`config.mk`:
```
export PLATFORM = sky130hd
export DESIGN_NAME = fwd_select_stage
export DESIGN_NICKNAME = d
export VERILOG_FILES = /design/src/rtl/fwd_pkg.sv /design/src/rtl/fwd_sel_mux.sv /design/src/rtl/fwd_select_stage.sv
export SDC_FILE = /design/constraint.sdc
export NUM_CORES = 1
export LEC_CHECK = 0
export ABC_CLOCK_PERIOD_IN_PS = 2100
export CAP_MARGIN = 0
export CORE_MARGIN = 4
export CORE_UTILIZATION = 46
export DETAILED_ROUTE_END_ITERATION = 7
export GPL_ROUTABILITY_DRIVEN = 0
export PLACE_DENSITY = 0.81
export SKIP_CTS_REPAIR_TIMING = 1
export SLEW_MARGIN = 20
export SYNTH_ARGS = -nofsm -noshare
export SYNTH_HDL_FRONTEND = slang
export SYNTH_SLANG_ARGS = --single-unit
export TNS_END_PERCENT = 30
```
`constraint.sdc`:
```
create_clock -name clk -period 2.1 [get_ports clk]
set_input_delay 0.21 -clock clk [delete_from_list [all_inputs] [get_ports clk]]
set_output_delay 0.21 -clock clk [all_outputs]
set_load 0.01 [all_outputs]
```
`src/rtl/fwd_pkg.sv`:
```
// Shared definitions for the operand-forwarding select stage and the hazard unit.
package fwd_pkg;

  // Default geometry shared with the hazard/forwarding unit.
  localparam int DEF_WIDTH   = 32;
  localparam int DEF_NUM_SRC = 3;

  // Occupancy of the output/skid register pair.
  typedef enum logic [1:0] {
    ST_EMPTY = 2'd0,
    ST_ONE   = 2'd1,
    ST_TWO   = 2'd2
  } fwd_state_t;

  // Selector width for n sources; never narrower than one bit.
  function automatic int sel_width(input int n);
    return (n <= 2) ? 1 : $clog2(n);
  endfunction

endpackage

```
`src/rtl/fwd_sel_mux.sv`:
```
// Combinational N-way operand selector; an out-of-range index yields zero data and err=1.
module fwd_sel_mux
  import fwd_pkg::*;
#(
  parameter int WIDTH   = DEF_WIDTH,
  parameter int NUM_SRC = DEF_NUM_SRC,
  parameter int SEL_W   = sel_width(NUM_SRC)
) (
  input  logic [NUM_SRC*WIDTH-1:0] src,
  input  logic [SEL_W-1:0]         sel,
  output logic [WIDTH-1:0]         data,
  output logic                     err
);

  // Fully decoded select: defaults cover every index with no matching source.
  always_comb begin
    data = '0;
    err  = 1'b1;
    for (int k = 0; k < NUM_SRC; k++) begin
      if (32'(sel) == 32'(k)) begin
        data = src[k*WIDTH +: WIDTH];
        err  = 1'b0;
      end
    end
  end

endmodule

```
`src/rtl/fwd_select_stage.sv`:
```
// Registered forwarding mux: selects one operand source and holds it behind a
// valid/ready handshake with a one-entry skid buffer so in_ready comes from a flop.
module fwd_select_stage
  import fwd_pkg::*;
#(
  parameter int WIDTH   = DEF_WIDTH,
  parameter int NUM_SRC = DEF_NUM_SRC,
  parameter int SEL_W   = sel_width(NUM_SRC)
) (
  input  logic                     clk,
  input  logic                     reset_n,
  input  logic [NUM_SRC*WIDTH-1:0] in_data,
  input  logic [SEL_W-1:0]         in_sel,
  input  logic                     in_valid,
  output logic                     in_ready,
  input  logic                     flush,
  output logic [WIDTH-1:0]         out_data,
  output logic                     out_sel_err,
  output logic                     out_valid,
  input  logic                     out_ready
);

  fwd_state_t       state, state_nxt;
  logic [WIDTH-1:0] sel_data_p0;
  logic             sel_err_p0;
  logic [WIDTH-1:0] out_data_p1, skid_data_p1;
  logic             out_err_p1, skid_err_p1;
  logic             out_valid_p1, in_ready_p1;
  logic             accept, xfer;
  logic             load_new, load_skid, move_skid;

  fwd_sel_mux #(
    .WIDTH  (WIDTH),
    .NUM_SRC(NUM_SRC),
    .SEL_W  (SEL_W)
  ) u_mux (
    .src (in_data),
    .sel (in_sel),
    .data(sel_data_p0),
    .err (sel_err_p0)
  );

  assign accept = in_valid & in_ready_p1;
  assign xfer   = out_valid_p1 & out_ready;

  // Next occupancy and register enables; flush empties the stage and suppresses all loads.
  always_comb begin
    state_nxt = state;
    load_new  = 1'b0;
    load_skid = 1'b0;
    move_skid = 1'b0;
    case (state)
      ST_EMPTY: begin
        if (accept) begin
          state_nxt = ST_ONE;
          load_new  = 1'b1;
        end
      end
      ST_ONE: begin
        if (accept && xfer) begin
          load_new = 1'b1;
        end else if (accept) begin
          state_nxt = ST_TWO;
          load_skid = 1'b1;
        end else if (xfer) begin
          state_nxt = ST_EMPTY;
        end
      end
      ST_TWO: begin
        if (xfer) begin
          state_nxt = ST_ONE;
          move_skid = 1'b1;
        end
      end
      default: state_nxt = ST_EMPTY;
    endcase
    if (flush) begin
      state_nxt = ST_EMPTY;
      load_new  = 1'b0;
      load_skid = 1'b0;
      move_skid = 1'b0;
    end
  end

  // Control flops; handshake outputs are registered decodes of the next state.
  always_ff @(posedge clk or negedge reset_n) begin
    if (!reset_n) begin
      state        <= ST_EMPTY;
      out_valid_p1 <= 1'b0;
      in_ready_p1  <= 1'b1;
    end else begin
      state        <= state_nxt;
      out_valid_p1 <= (state_nxt != ST_EMPTY);
      in_ready_p1  <= (state_nxt != ST_TWO);
    end
  end

  // ---- stage p0 -> p1: output register, fed by a fresh beat or the skid entry ----
  always_ff @(posedge clk or negedge reset_n) begin
    if (!reset_n) begin
      out_data_p1 <= '0;
      out_err_p1  <= 1'b0;
    end else if (load_new) begin
      out_data_p1 <= sel_data_p0;
      out_err_p1  <= sel_err_p0;
    end else if (move_skid) begin
      out_data_p1 <= skid_data_p1;
      out_err_p1  <= skid_err_p1;
    end
  end

  // Skid register captures a beat accepted while the output is stalled.
  always_ff @(posedge clk or negedge reset_n) begin
    if (!reset_n) begin
      skid_data_p1 <= '0;
      skid_err_p1  <= 1'b0;
    end else if (load_skid) begin
      skid_data_p1 <= sel_data_p0;
      skid_err_p1  <= sel_err_p0;
    end
  end

  assign out_data    = out_data_p1;
  assign out_sel_err = out_err_p1;
  assign out_valid   = out_valid_p1;
  assign in_ready    = in_ready_p1;

endmodule
```
==> results of run 1 <==
-- report_power, final --
part | total [mW] | internal, mW | switching [mW] | leakage, nW
Sequential | 2.13 | 1.87 | 0.258 | 0.838
Clock | 1.19 | 0.699 | 0.487 | 0.110
Combinational | 1.95 | 1.17 | 0.782 | 1.45
-- synthesized netlist by cell type (2+ instances only) --
cell type / n
a22oi_1: 37
a2bb2oi_1: 32
and2_1: 2
buf_2: 16
buf_4: 4
buf_6: 3
clkbuf_1: 17
dfrtp_1: 69
inv_1: 4
mux2_1: 2
mux2_2: 27
mux2i_1: 36
nand2_1: 5
nor2b_1: 34
o21ai_0: 33
o2bb2ai_1: 29
-- metal layers --
metal | GRT usage | part of all wire | wire length, um | vias up
met2 | 0.388 | 0.54 | 5840 | 117
met4 | 0.0644 | 0.020 | 217 | 0
li1 | - | - | - | 1630
met5 | 0 | 0 | 0 | -
met3 | 0.0496 | 0.055 | 595 | 18
met1 | 0.252 | 0.39 | 4240 | 1692
-- cell type report --
type,instances,area share
Clock buffer,12,0.0255
Clock inverter,4,0.0123
Inverter,4,0.00264
Multi-Input combinational cell,248,0.354
Sequential cell,70,0.308
Tap cell,105,0.0231
Timing Repair Buffer,155,0.275
-- registers in the layout, summed over array words and instances, names as in the netlist --
name	flops
out_data	32
state	2
skid_data_p1	32
out_sel_err	1
skid_err_p1	1
in_ready	1
out_valid	1
-- cells in the final DEF, fill, tap and decap left out, types with 2 or more instances in the layout --
master	instances
a22oi_1	37
a2bb2oi_1	32
and2_1	2
buf_12	5
buf_4	13
bufinv_16	2
clkbuf_1	2
clkbuf_8	10
clkdlybuf4s50_1	135
clkinv_2	2
dfrtp_1	68
inv_1	4
mux2_1	2
mux2_2	27
mux2i_1	36
nand2_1	5
nor2b_1	33
o21ai_0	33
o2bb2ai_1	29
-- kinds of logic (layout without fill, tap and decap cells) --
group	Yosys count	count (layout)	synth area share
DFF	70	70	0.439
muxes	65	65	0.172
xor gates and xnor gates	1	1	0.00219
and+or+nand+nor	46	46	0.0752
buffers and inverters	45	175	0.0567
AOI/OAI and AO/OA	136	136	0.255
-- worst max-delay path: cells and delay by family, from the launching register on --
kind	cells	cell delay [ns]
buffers and inverters	1	0.31
and+or+nand+nor	1	0.30
DFF	1	0.55
AOI/OAI and AO/OA	2	0.39
-- through the flow --
| step | hold WS [ns] | utilization |
|---|---|---|
| final | 0.401 | 0.683 |
| after global routing | 0.458 | 0.683 |
| after CTS | -0.137 | 0.682 |
| after detailed placement | 0.235 | 0.656 |
| after global placement | 0.221 | 0.656 |
| after floorplan | -0.0856 | - |
-- worst paths after layout --
path	to	cells after the start
min in group clk	skid_err_p1	4
max reg2reg	out_data[29]	4
min	out_data[24]	2
max in group asynchronous	out_data[19]	3
max	out_data[29]	4
min reg2reg	skid_data_p1[13]	1
==> results.md, run 1 <==
* Status: completed
* CTS tree: yes
* WP data arrival at 1.90 ns
* Placed cells at 581
* Hpwl dp at 7950 um
* CP max FO at 26
* Max Slew Vio Count at 0
* Worst Setup Start Kind: flop
* Multi-input logic area at 2020 um^2
* Ys Warns at 0
* Main synth FF type: dfrtp_1
* Ports at 138
* Grt ovf at 0
* Worst hold path type: input pin to async pin
* Clock skew at 0.00663 ns
* Cell count after synthesis at 363
* Final Setup Violations at 0
* Synth unique cells at 29
* Cell Rows at 33
* Vias in the first global route at 3,682
* Post-Place Worst Slack at 0.206 ns
* Synth Net Count at 466
* Worst-Margin Slew at 0.547 ns
* Via count at 3,457
* Diode count at 0
* Largest net degree at the start of global routing at 42
* Crit path time final at 1.66 ns
* Relative slew slack at 0.635
* FFs w/ async S/R, synth at 1.00
* Antenna violations before repair at 0
* Highest Clock Rate at 604 MHz
* Worst Setup End Kind: flop
* Final Total Pwr at 5.26 mW
* Clock Path Buffers at 2
* Vias per inst at 5.78
* Number of synthesized flops with an enable pin at 0
* Die Wd at 101 um
* Avg WL per Cell at 18.2 um
* Max VDD drop at 0.000427 V
* Final wirelength at 10,900 um
* Layout area overhead at 42.7%
* Avg Cell Area, Syn at 11.0 um^2
* Register Area at 1750 um^2
* Setup crit start: in_ready
* Fin. Hold Viols at 0
* Final setup TNS at 0 ns
* Crit share post-route at 0.789
* Power per cell area at 924 nW/um^2
* Htree depth at 3
* DRC viols at 0
* Worst r2r src: in_ready
* Global-route wire length before repair at 17,500 um
* Starting Density at 0.479
* Layout cells sized above 1 at 0.134
* LEAKAGE at 2.40 nW
* Total track usage at 0.214
* TritonCTS Buffers at 9
* Synth top area share at 0.432
* Core area at 8340 um^2
* Placement Cell Area at 5470 um^2
* Post-synthesis cell area at 3990 um^2
* Post-synth top area cell: dfrtp_1
* Post-Layout Cell Count at 598
* Design area at 5700 um^2
* Number of DRC markers after the initial detailed-route iteration at 194
* Height of the die at 101 um
* Post-DRT Antenna Nets at 0
* Crit-path most repeated cell: a22oi_1
* Clock Latency Late Sink at 0.34 ns
* Worst Path Required at 2.34 ns
* Critical path class: flop to flop
* Slowest-stage cell, CP: dfstp_2
* FILL cells at 674
* Unrepaired setup endpoints after global routing: false
* Smallest setup slack after layout at 0.444 ns
* Reg clk slew, reported paths at 0.07 ns
* Number of max-cap violations at 0
* Post-synthesis sequential area ratio at 0.439
* TritonRoute pass-1 iters at 5
* Die ar. at 10,200 um^2
* Nets at 591
* Root Buffer: clkbuf_8
* CTS sink cnt at 70
* Largest stage delay on the critical path at 0.55 ns
* Largest cells by area after synthesis: dfrtp_1, mux2i_1, mux2_2, a2bb2oi_1, a22oi_1
* Crit-path cells: and4bb_2 -> buf_4 -> a22oi_1 -> a22oi_1
* I/O Buffers at 137
* Reg2Reg Setup Slack at 0.44 ns
* Yosys reg bits at 70
Note: power is estimated with default switching activity, not from simulation.
==> run 2: changes to the inputs <==
Settings changed: ABC_CLOCK_PERIOD_IN_PS 2100 to 1500, CORE_UTILIZATION 46 to 41, PLACE_DENSITY 0.81 to 0.76.
Clock period 2.1 ns to 1.5 ns, I/O delays scaled along.
==> run 2 against run 1 <==
  * The run now ends with negative setup slack left
  * Sequential cell count unchanged
  * Clock power grew 18%
  * Non-clock buffer count increased by 22
  * Routed wire length increased by 7.7%
==> results.md, run 2 (synthesized netlist as in run 1, its figures left out) <==
* CTS sink cnt at 70 (unchanged)
* Die Wd at 107 um (+5.5%)
* TritonCTS Buffers at 9 (unchanged)
* DRC viols at 0 (unchanged)
* Antenna violations before repair at 0 (unchanged)
* Critical path class: flop to flop
* Core area at 9370 um^2 (+12%)
* I/O Buffers at 137 (unchanged)
* Reg2Reg Setup Slack at -0.003 ns (-0.45 ns)
* Via count at 3,548 (+2.6%)
* Setup crit start: in_ready
* Total track usage at 0.204 (-0.0104)
* Max VDD drop at 0.000662 V (+55%)
* Worst Setup Start Kind: flop
* Status: finished with violations
* Power per cell area at 1220 nW/um^2 (+32%)
* Root Buffer: clkbuf_8
* Avg WL per Cell at 18.2 um (about the same)
* Grt ovf at 0 (unchanged)
* Largest net degree at the start of global routing at 71 (+69%)
* Most common cell after layout, fill and taps aside: clkdlybuf4s50_1
* Highest Clock Rate at 666 MHz (+10%)
* Failing checks: negative setup slack
* Unrepaired setup endpoints after global routing: true
* Hpwl dp at 8400 um (+5.6%)
* Most frequent cells in the layout: clkdlybuf4s50_1, dfrtp_1, a22oi_1, mux2i_1
* Global-route wire length before repair at 18,400 um (+5.2%)
* Max Slew Vio Count at 0 (unchanged)
* Final Setup Violations at 1 (+1)
* Post-DRT Antenna Nets at 0 (unchanged)
* Htree depth at 3 (unchanged)
* Cell Rows at 35 (+6.1%)
* Diode count at 0 (unchanged)
* Worst Path Required at 1.73 ns (-0.61 ns)
* Layout cells sized above 1 at 0.184 (+0.0506)
* Clock Path Buffers at 2 (unchanged)
* Layout area overhead at 50.3%
* Height of the die at 107 um (+5.5%)
* Worst-Margin Slew at 0.393 ns (-0.153 ns)
* Hold Crit Depth at 4
* Clock skew at 0.0136 ns (+0.00696 ns)
* Reg clk slew, reported paths at 0.08 ns (about the same)
* Worst hold path type: input pin to flop
* LEAKAGE at 2.55 nW (+6.3%)
* Vias per inst at 5.51 (-4.7%)
* Smallest setup slack after layout at -0.00263 ns (-0.446 ns)
* FF-to-FF End: out_data[8]
* Worst Setup End Kind: flop
* Die ar. at 11,400 um^2 (+11%)
* Relative slew slack at 0.738 (+0.102)
* Worst Hold End: skid_err_p1
* Hold WS at 0.346 ns (-0.0548 ns)
* Clock Latency Late Sink at 0.34 ns (about the same)
* Starting Density at 0.426 (-0.0527)
* Ports at 138 (unchanged)
* Number of max-cap violations at 0 (unchanged)
* WP data arrival at 1.73 ns (-0.17 ns)
* Reg2reg path depth at 5 (+1)
* Vias in the first global route at 3,621 (-1.7%)
* Crit share post-route at 1.00 (+0.213)
* CTS tree: yes
* Final wirelength at 11,700 um (+7.7%)
* TritonRoute pass-1 iters at 4 (-1)
* Crit path time final at 1.50 ns (-0.154 ns)
* Worst r2r src: in_ready
* Fin. Hold Viols at 0 (unchanged)
* Final core occ at 0.640 (-0.0425)
* Final Total Pwr at 7.31 mW (+39%)
* Number of DRC markers after the initial detailed-route iteration at 201 (+3.6%)
* Worst Hold Launch: in_sel[0]
* CP max FO at 8 (-69%)
* Nets at 613 (+3.7%)
==> run 2: cell type report <==
cell class	count	area, um^2
clock buffer	11	151
fill	771	3370
clock inverter	5	33.8
tap	129	161
timing repair buffer	177	1830
inverter	4	15.0
multi-input combinational	248	2060
sequential	70	1750
==> run 2: worst max path at each step <==
| stage | slack, ns | cells after the start | endpoint |
|---|---|---|---|
| 2_1_floorplan | -0.07 | 5 | skid_data_p1[12] |
| 3_3_place_gp | -0.17 | 6 | out_data[9] |
| 3_5_place_dp | -0.23 | 6 | out_data[6] |
| 4_1_cts | -0.17 | 2 | in_ready |
| 5_1_grt | -0.06 | 5 | out_sel_err |
| 6_report | -0.003 | 5 | out_data[8] |
==> run 2: power by group <==
group / total (mW) / internal [mW] / switching, mW
clock: 1.41 / 0.687 / 0.723
combinational: 2.93 / 1.76 / 1.16
sequential: 2.98 / 2.61 / 0.360
==> run 2: stage by stage <==
| step | cell area (um^2) | setup WS (ns) | std cells | setup TNS (ns) |
|---|---|---|---|---|
| after global routing | 6000 | -0.0557 | 644 | -0.499 |
| after CTS | 5860 | -0.175 | 639 | -2.16 |
| final | 6000 | -0.00263 | 644 | -0.00263 |
| after global placement | 5680 | -0.175 | 623 | -9.09 |
| after detailed placement | 5680 | -0.231 | 623 | -11.03 |
| after floorplan | 4000 | -0.0705 | 363 | -1.48 |
==> run 2: routing by layer <==
layer,part of all wire,GRT usage
met3,0.050,0.0506
met5,0,0
met4,0.015,0.0630
met1,0.40,0.247
met2,0.54,0.357
==> run 2: critical path: stages (launching register included) <==
cell and delay, ns:
dfstp_2 0.53, and4bb_4 0.29, buf_8 0.17, nand2_8 0.08
buf_2 0.19, a2bb2oi_1 0.14
==> run 3: changes to the inputs <==
==> constraint.sdc (replaced) <==
create_clock -name clk -period 1.5 [get_ports clk]
set_input_delay 0.225 -clock clk [delete_from_list [all_inputs] [get_ports clk]]
set_output_delay 0.225 -clock clk [all_outputs]
set_load 0.01 [all_outputs]
==> run 3 against run 2 <==
  * The flow still finishes with violations (negative setup slack)
  * Combinational power grew 5%
  * Sequential cell count is the same
  * Sequential share of layout area shrank 1.2 points
  * Total power grew 2.2%
  * First-iteration DRC count grew 2.5%
  * Non-clock buffer count grew 1
  * Clock power is essentially flat
  * Critical endpoint is now out_data[21]
  * Largest cell class unchanged
==> results.md, run 3 (synthesized netlist as in run 1, its figures left out) <==
* Relative slew slack at 0.732 (-0.00591)
* Grt ovf at 0 (unchanged)
* Comb pwr share at 0.413 (+0.013)
* Crit share post-route at 1.04 (+0.0357)
* Largest net degree at the start of global routing at 71 (unchanged)
* Vias in the first global route at 3,679 (+1.6%)
* I/O Buffers at 137 (unchanged)
* Avg WL per Cell at 19.5 um (+6.9%)
* Largest stage delay on the critical path at 0.53 ns (about the same)
* Final core occ at 0.668 (+0.0278)
* Layout cells sized above 1 at 0.233 (+0.0481)
* Die ar. at 11,400 um^2 (unchanged)
* CTS tree: yes
* Final Total Pwr at 7.48 mW (+2.2%)
* WP data arrival at 1.78 ns (+0.05 ns)
* Core area at 9370 um^2 (unchanged)
* DRC viols at 0 (unchanged)
* Final setup TNS at -1.49 ns (-1.48 ns)
* Layout area overhead at 56.8%
* Final wirelength at 12,600 um (+7.1%)
* Antenna violations before repair at 0 (unchanged)
* Total track usage at 0.200 (-0.00380)
* Nets at 614 (+0.16%)
* Cell Rows at 35 (unchanged)
* Vias per inst at 5.60 (+1.7%)
* Worst-Margin Slew at 0.402 ns (+0.00887 ns)
* Global-route wire length before repair at 18,200 um (-0.98%)
* Ports at 138 (unchanged)
* Starting Density at 0.426 (unchanged)
* Number of max-cap violations at 0 (unchanged)
* Diode count at 0 (unchanged)
* Reg clk slew, reported paths at 0.08 ns (about the same)
* Failing checks: negative setup slack
* Flop pwr share at 0.399 (-0.008)
* Int Pwr at 5.06 mW (-0.11%)
* Grt met2 use at 0.354 (-0.00225)
* Sw power at 2.42 mW (+7.6%)
* CP max FO at 8 (unchanged)
* Worst Setup End Kind: flop
* CTS sink cnt at 70 (unchanged)
* Number of DRC markers after the initial detailed-route iteration at 206 (+2.5%)
* Max VDD drop at 0.000599 V (-9.5%)
* Height of the die at 107 um (unchanged)
* Reg2Reg Setup Slack at -0.06 ns (-0.05 ns)
* Root Buffer: clkbuf_8
* Worst Setup Start Kind: flop
* Worst Path Required at 1.72 ns (about the same)
* Most common cell after layout, fill and taps aside: clkdlybuf4s50_1
* Final Setup Violations at 65 (+64)
* Placed cells at 623 (unchanged)
* Highest Clock Rate at 643 MHz (-3.4%)
* Power per cell area at 1190 nW/um^2 (-2.0%)
* Unrepaired setup endpoints after global routing: true
* Clock skew at 0.0174 ns (+0.00384 ns)
* Post-DRT Antenna Nets at 0 (unchanged)
* LEAKAGE at 2.81 nW (+10%)
* Worst hold path type: input pin to async pin
* Max Slew Vio Count at 0 (unchanged)
* M3 GR Usage at 0.0488 (-0.00181)
* Slowest-stage cell, CP: dfstp_2
* Clock Power Share at 0.189 (-0.004)
* Via count at 3,615 (+1.9%)
* Placement Cell Area at 5690 um^2 (+0.22%)
* Clock Latency Late Sink at 0.35 ns (about the same)
* Hpwl dp at 8510 um (+1.3%)
* Met1 Use GR at 0.231 (-0.0157)
* Most frequent cells in the layout: clkdlybuf4s50_1, dfrtp_1, mux2i_1, a22oi_1
* Critical path class: flop to flop
* Clock Path Buffers at 2 (unchanged)
* Crit-path cells: and4bb_2 -> buf_8 -> nand2_8 -> clkbuf_16 -> a2bb2oi_2
* Status: finished with violations
* Htree depth at 3 (unchanged)
* TritonRoute pass-1 iters at 6 (+2)
* Most Crowded Layer GR: met2
* Fin. Hold Viols at 0 (unchanged)
* Die Wd at 107 um (unchanged)
* Crit path time final at 1.56 ns (+0.0536 ns)
* Switch share at 0.323 (+0.0160)
* Design area at 6260 um^2 (+4.3%)
* TritonCTS Buffers at 9 (unchanged)
* Post-Layout Cell Count at 645 (+0.16%)
* Smallest setup slack after layout at -0.0562 ns (-0.0536 ns)
## run 3: cell count changes in the layout (fill, tap and decap cells not counted), sizes merged
cell,before,now
clkdlybuf4s50,133,102
buf,39,40
clkinvlp,2,4
dlymetal6s2s,2,33
clkinv,3,2
clkbuf,13,12
## run 3: area by class of cell
cell class	count	area, um^2
fillers	751	3110
inverters	4	15.0
clock inverters	6	47.5
flip-flops and latches	70	1750
multi-input cells	248	2200
repair buffers	178	1940
well taps	129	161
clock buffers	10	138
## run 3: power by group through the flow
stage	combinational (mW)	sequential [mW]	clock, mW
6_report	3.09	2.98	1.41
3_3_place_gp	2.78	2.97	0
4_1_cts	2.88	2.97	1.44
3_5_place_dp	2.87	3.00	0
2_1_floorplan	1.44	3.05	0
5_1_grt	3.31	3.06	1.52
## run 3: final timing paths
| kind | to | cells after the start | from |
|---|---|---|---|
| max in group asynchronous | in_ready | 3 | reset_n |
| min in group clk | skid_err_p1 | 4 | in_sel[0] |
| max reg2reg | out_data[21] | 5 | in_ready |
| min | skid_data_p1[12] | 3 | reset_n |
| max | out_data[21] | 5 | in_ready |
| min reg2reg | skid_data_p1[26] | 1 | skid_data_p1[26] |
## run 3: critical path: cells and delay by family (launching register included)
family                 cells  cell delay (ns)
DFF                        1             0.53
AOI/OAI and AO/OA          1             0.13
buffers and inverters      2             0.36
and+or+nand+nor            2             0.41
## run 3: metrics by stage
| stage | worst slack (ns) | hold slack [ns] |
|---|---|---|
| floorplan | -0.0705 | -0.0706 |
| global placement | -0.250 | 0.276 |
| detailed placement | -0.312 | 0.283 |
| CTS | -0.253 | -0.104 |
| global route | -0.0867 | 0.450 |
| finish | -0.0562 | 0.435 |
## run 3: metal layers
metal	routed length, um	share of wire	vias up
li1	-	-	1674
met1	4860	0.39	1790
met2	6650	0.53	133
met3	719	0.057	18
met4	321	0.026	0
met5	0	0	-
